===== src/rtl/combo_writer.sv =====
// combo_writer: programs a new NDIGITS-digit combination into the lock.
// The user enters the code once, confirms it a second time, and only a matching
// confirmation commits the new value to the code output.
module combo_writer #(
   parameter int unsigned           NDIGITS      = 6,
   parameter logic [4*NDIGITS-1:0]  DEFAULT_CODE = 24'h483815
) (
   input  logic                    clk,
   input  logic                    rst,
   input  logic [3:0]              digit,
   input  logic                    enter_btn,
   input  logic                    start,
   input  logic                    abort,
   output logic [4*NDIGITS-1:0]    code,
   output logic [2:0]              state_out,
   output logic [2:0]              digit_idx,
   output logic                    bad_digit,
   output logic                    done
);

   typedef enum logic [2:0] {
      IDLE    = 3'd0,
      ENTER   = 3'd1,
      CONFIRM = 3'd2,
      COMMIT  = 3'd3,
      ERROR   = 3'd4
   } state_t;

   localparam logic [2:0] LAST_IDX = 3'(NDIGITS - 1);

   state_t               state_q;
   logic [2:0]           idx_q;
   logic [3:0]           digits_q [NDIGITS];
   logic [4*NDIGITS-1:0] code_q;
   logic [4*NDIGITS-1:0] code_d;
   logic                 bad_q;
   logic                 done_q;
   logic                 btn_q;

   logic                 press;
   logic                 digit_ok;
   logic                 digit_match;

   // Rising-edge press detect on the level button, plus digit qualification.
   always_comb begin
      press       = enter_btn & ~btn_q;
      digit_ok    = (digit <= 4'd9);
      digit_match = (digit == digits_q[idx_q]);
   end

   // Pack the entry buffer into the code word, first digit in the MS nibble.
   always_comb begin
      code_d = '0;
      for (int unsigned i = 0; i < NDIGITS; i++) begin
         code_d[4*(NDIGITS-1-i) +: 4] = digits_q[i];
      end
   end

   // Programming FSM with all outputs registered.
   always_ff @(posedge clk) begin
      if (!rst) begin
         state_q <= IDLE;
         idx_q   <= '0;
         code_q  <= DEFAULT_CODE;
         bad_q   <= 1'b0;
         done_q  <= 1'b0;
         // Held high so a button held across reset release is not a press.
         btn_q   <= 1'b1;
         for (int unsigned i = 0; i < NDIGITS; i++) begin
            digits_q[i] <= '0;
         end
      end else begin
         btn_q  <= enter_btn;
         bad_q  <= 1'b0;
         done_q <= 1'b0;
         if (abort && (state_q != COMMIT)) begin
            state_q <= IDLE;
            idx_q   <= '0;
            for (int unsigned i = 0; i < NDIGITS; i++) begin
               digits_q[i] <= '0;
            end
         end else begin
            case (state_q)
               IDLE: begin
                  if (start) begin
                     state_q <= ENTER;
                     idx_q   <= '0;
                  end
               end
               ENTER: begin
                  if (press) begin
                     if (!digit_ok) begin
                        bad_q <= 1'b1;
                     end else begin
                        digits_q[idx_q] <= digit;
                        if (idx_q == LAST_IDX) begin
                           state_q <= CONFIRM;
                           idx_q   <= '0;
                        end else begin
                           idx_q <= idx_q + 3'd1;
                        end
                     end
                  end
               end
               CONFIRM: begin
                  if (press) begin
                     if (!digit_ok) begin
                        bad_q <= 1'b1;
                     end else if (digit_match) begin
                        if (idx_q == LAST_IDX) begin
                           state_q <= COMMIT;
                           idx_q   <= '0;
                        end else begin
                           idx_q <= idx_q + 3'd1;
                        end
                     end else begin
                        state_q <= ERROR;
                        idx_q   <= '0;
                     end
                  end
               end
               COMMIT: begin
                  code_q  <= code_d;
                  done_q  <= 1'b1;
                  state_q <= IDLE;
                  idx_q   <= '0;
               end
               ERROR: begin
                  if (start) begin
                     state_q <= ENTER;
                     idx_q   <= '0;
                  end
               end
               default: begin
                  state_q <= IDLE;
                  idx_q   <= '0;
               end
            endcase
         end
      end
   end

   assign code      = code_q;
   assign state_out = state_q;
   assign digit_idx = idx_q;
   assign bad_digit = bad_q;
   assign done      = done_q;

endmodule


===== config.mk =====
export PLATFORM = sky130hd
export DESIGN_NAME = combo_writer
export DESIGN_NICKNAME = d
export VERILOG_FILES = /design/src/rtl/combo_writer.sv
export SDC_FILE = /design/constraint.sdc
export NUM_CORES = 1
export LEC_CHECK = 0
export CORE_UTILIZATION = 54
export CTS_BUF_LIST = sky130_fd_sc_hd__clkbuf_8 sky130_fd_sc_hd__clkbuf_16
export DETAILED_ROUTE_END_ITERATION = 12
export HOLD_SLACK_MARGIN = 0.08
export PLACE_DENSITY = 0.89
export SYNTH_ARGS = -nofsm -noshare
export SYNTH_HDL_FRONTEND = slang
export SYNTH_SLANG_ARGS = --single-unit

===== constraint.sdc =====
create_clock -name clk -period 3.25 [get_ports clk]
set_input_delay 0.975 -clock clk [delete_from_list [all_inputs] [get_ports clk]]
set_output_delay 0.975 -clock clk [all_outputs]
set_load 0.02 [all_outputs]

==> reports/summary.log <==
INFO  critical_path  req_time_crit_path=3.29ns
INFO  global_routing grtUsageTotal=22.2%
INFO  cts            post-cts-setup-buffers=0
INFO  critical_path  worstPathArrival=2.92ns
INFO  critical_path  critical_path.endpoint_type=flop
INFO  logic_synthesis yosys.area.top_type_share=31.9%
INFO  global_routing first_global_vias=1986
INFO  global_routing overflow=0
INFO  min_path       worstHoldPathType=flop to flop
INFO  floorplan      floorplan.die.width=76.7um
INFO  final_layout   fin_area=0.00366mm2
INFO  logic_synthesis mappedNetlistNets=291
INFO  sta            rsz0062_at_grt=no
INFO  logic_synthesis synthArstFlopShare=0%
INFO  critical_path  criticalPathCategory=input pin to flop
INFO  placed_design  gp_routability_congestion=0.881
INFO  cts            total_clock_buffers_created_by_cts=9
INFO  drt            dr_total_vias=2217
INFO  drt            drt-wirelength-per-cell=14.9um
INFO  sta            fin_worst_skew=0.00586ns
INFO  sta            summed_negative_setup_slack_over_all_endpoints=0ns
INFO  outcome        run_status=finished clean
INFO  final_layout   nets=336
INFO  final_layout   antennaDiodeCount=0
INFO  critical_path  ff2ff_setup_slack=0.50ns
INFO  drt            postRouteAntennaNets=0
INFO  cts            htree_levels=3
INFO  pwr            power.share.clock=37.1%
INFO  global_routing grt_start_max_net_pins=28
INFO  logic_synthesis synth-seq-cells=68
INFO  sta            timing.final.max_slew_violations=0
INFO  critical_path  setup.worst_path.start_class=input pin
INFO  pwr            net_switching_component_of_the_power=0.373mW
INFO  drt            wl=5980um
INFO  final_layout   num-fill-cells=394
INFO  pwr            ir_drop_worst_vdd=0.000219V
INFO  floorplan      num_io_pins=41
INFO  pwr            cellPowerDensity=434mW/mm2
INFO  pwr            seq_power_share=58.0%
INFO  drt            firstDrtPassIters=4
INFO  logic_synthesis synth-main-ff-cell=dfxtp_1
INFO  placed_design  hpwl=4330um
INFO  cts            worst_setup_hold_path_clk_slew=0.07ns
INFO  placed_design  io_buffer_count=40
INFO  logic_synthesis syn-mean-instance-area=10.7um2
INFO  sta            tightest_pin_transition=0.832ns
INFO  logic_synthesis number_of_distinct_library_cells_after_synthesis=43
INFO  cts            max-clock-path-buffers=2
INFO  logic_synthesis syn_inst=282
INFO  drt            detailed_router_s_first_iteration_violation_count=135
INFO  logic_synthesis yosysWarnings=0
INFO  floorplan      initial_utilization=57.6%
INFO  cts            cts_hold_buffers=0
INFO  sta            final-hold-violation-count=0
INFO  floorplan      die-height=76.7um
INFO  cts            cts_tree=built
INFO  drt            vias_per_cell=5.51
INFO  logic_synthesis yosysSeqAreaShare=55.8%
INFO  final_layout   syn2layout_area_growth=21.4%
INFO  pwr            comb_power_share=5.0%
INFO  floorplan      floorplan.rows=26
INFO  final_layout   layout-drive-gt1-share=10.2%
INFO  logic_synthesis synth_edf_count=32
INFO  sta            max_slew_margin=44.6%
INFO  logic_synthesis ys_top_cells_by_area=edfxtp_1 32%, dfxtp_1 24%, nand2_1 7.6%, and2_1 5.2%, a21boi_0 4.0%
INFO  pwr            cellLeakagePower=1.34nW
INFO  run            max-cap-violations=0
INFO  global_routing grt_pass1_wl=9780um
INFO  sta            worst_hold_slack=0.462ns
INFO  placed_design  place_area=0.00349mm2
INFO  pwr            p_int=1.21mW
INFO  floorplan      die-area=0.00589mm2
INFO  final_layout   commonest_cells_after_routing_fill_and_taps_aside=61 x nand2_1, 40 x clkdlybuf4s50_1, 36 x dfxtp_1
INFO  final_layout   layout_commonest_cell=nand2_1
INFO  logic_synthesis netlist_area=0.00302mm2
INFO  global_routing antenna_found_initial=0
INFO  cts            post_cts.resized_instances=0
INFO  critical_path  worstPathMaxFanout=5
INFO  logic_synthesis post-synth-top-area-cell=edfxtp_1
INFO  cts            cts_num_sinks=68
INFO  cts            insertion_delay_of_the_later_clocked_pin_in_the_worst_skew_pair=0.35ns
INFO  cts            cts_root_buf=clkbuf_8
INFO  floorplan      core_area=0.00524mm2
INFO  sta            timing.final.crit_share=88.6%
INFO  drt            drt_drc_violations_left=0
INFO  sta            fmax=347MHz
INFO  sta            setup_viol=0
INFO  sta            final_period_minus_worst_setup_slack=2.88ns
INFO  pwr            swShare=23.5%
worst max-delay path, stage by stage:
cell	delay [ns]
clkdlybuf4s50_1	0.46
nor2b_1	0.25
nand2_1	0.13
nor3_1	0.40
nand2_1	0.16
nor3_1	0.29
nand2b_1	0.25
worst paths after layout:
path / start / end / cells after the start
max: enter_btn / digits_q[4][1]$_SDFFCE_PN0P_ / 7
min: code[5]$_SDFFE_PN0P_ / code[5]$_SDFFE_PN0P_ / 2
max reg2reg: state_out[0]$_SDFFE_PP0P_ / digits_q[4][1]$_SDFFCE_PN0P_ / 7
min reg2reg: code[5]$_SDFFE_PN0P_ / code[5]$_SDFFE_PN0P_ / 2
cell type report:
type,count,area (um2),area share (%)
Clock buffer,9,124,3.38
Clock inverter,7,43.8,1.20
Inverter,2,7.51,0.205
Multi-Input combinational cell,196,1240,33.9
Sequential cell,68,1680,45.9
Tap cell,70,87.6,2.39
Timing Repair Buffer,50,475,13.0
stage by stage:
stage                     cells  setup WS (ns)  power [mW]  util, %
after floorplan             282          0.672       0.979        -
after global placement      386          0.161        1.02     66.7
after detailed placement    386         0.0420        1.02     66.7
after CTS                   402          0.376        1.59     69.9
after global routing        402          0.122        1.64     69.9
final                       402          0.372        1.59     69.9
power by group through the flow:
stage / registers [mW] / clock network (mW) / logic (mW)
3_5_place_dp: 0.939 / 0 / 0.0783
6_report: 0.921 / 0.589 / 0.0787
2_1_floorplan: 0.933 / 0 / 0.0455
3_3_place_gp: 0.939 / 0 / 0.0764
4_1_cts: 0.920 / 0.596 / 0.0785
5_1_grt: 0.922 / 0.630 / 0.0856
logic make-up after synthesis:
kind of cell	after synthesis	synth area share [%]
compound gates	39	8.42
xor+xnor	5	1.70
buf+inv	18	3.11
flops	68	55.8
mux	15	7.55
simple gates	137	23.4
state kept, by name, summed over array words and instances (netlist names), named ones only:
register,count
bad_digit,1
btn_q,1
code,24
digit_idx,3
digits_q,32
done,1
state_out,3
layer usage:
| layer | track usage (%) | up-vias | wire, um |
|---|---|---|---|
| met2 | 34.8 | 78 | 2790 |
| met4 | 13.7 | 0 | 194 |
| met5 | 0 | - | 0 |
| met3 | 4.29 | 17 | 383 |
| li1 | - | 1066 | - |
| met1 | 28.2 | 1056 | 2610 |
synthesized netlist by cell type (3+ instances only):
cell / n
a21boi_0: 16
clkbuf_1: 11
mux2i_1: 10
nand2b_1: 7
nor2_1: 11
mux4_1: 4
and2_1: 25
buf_4: 3
nand2_1: 61
nand3_1: 11
nand3b_1: 3
a21oi_1: 6
o21ai_1: 3
o21ai_0: 5
edfxtp_1: 32
xor2_1: 3
dfxtp_1: 36
No activity file was read; power rests on OpenSTA's default activity.
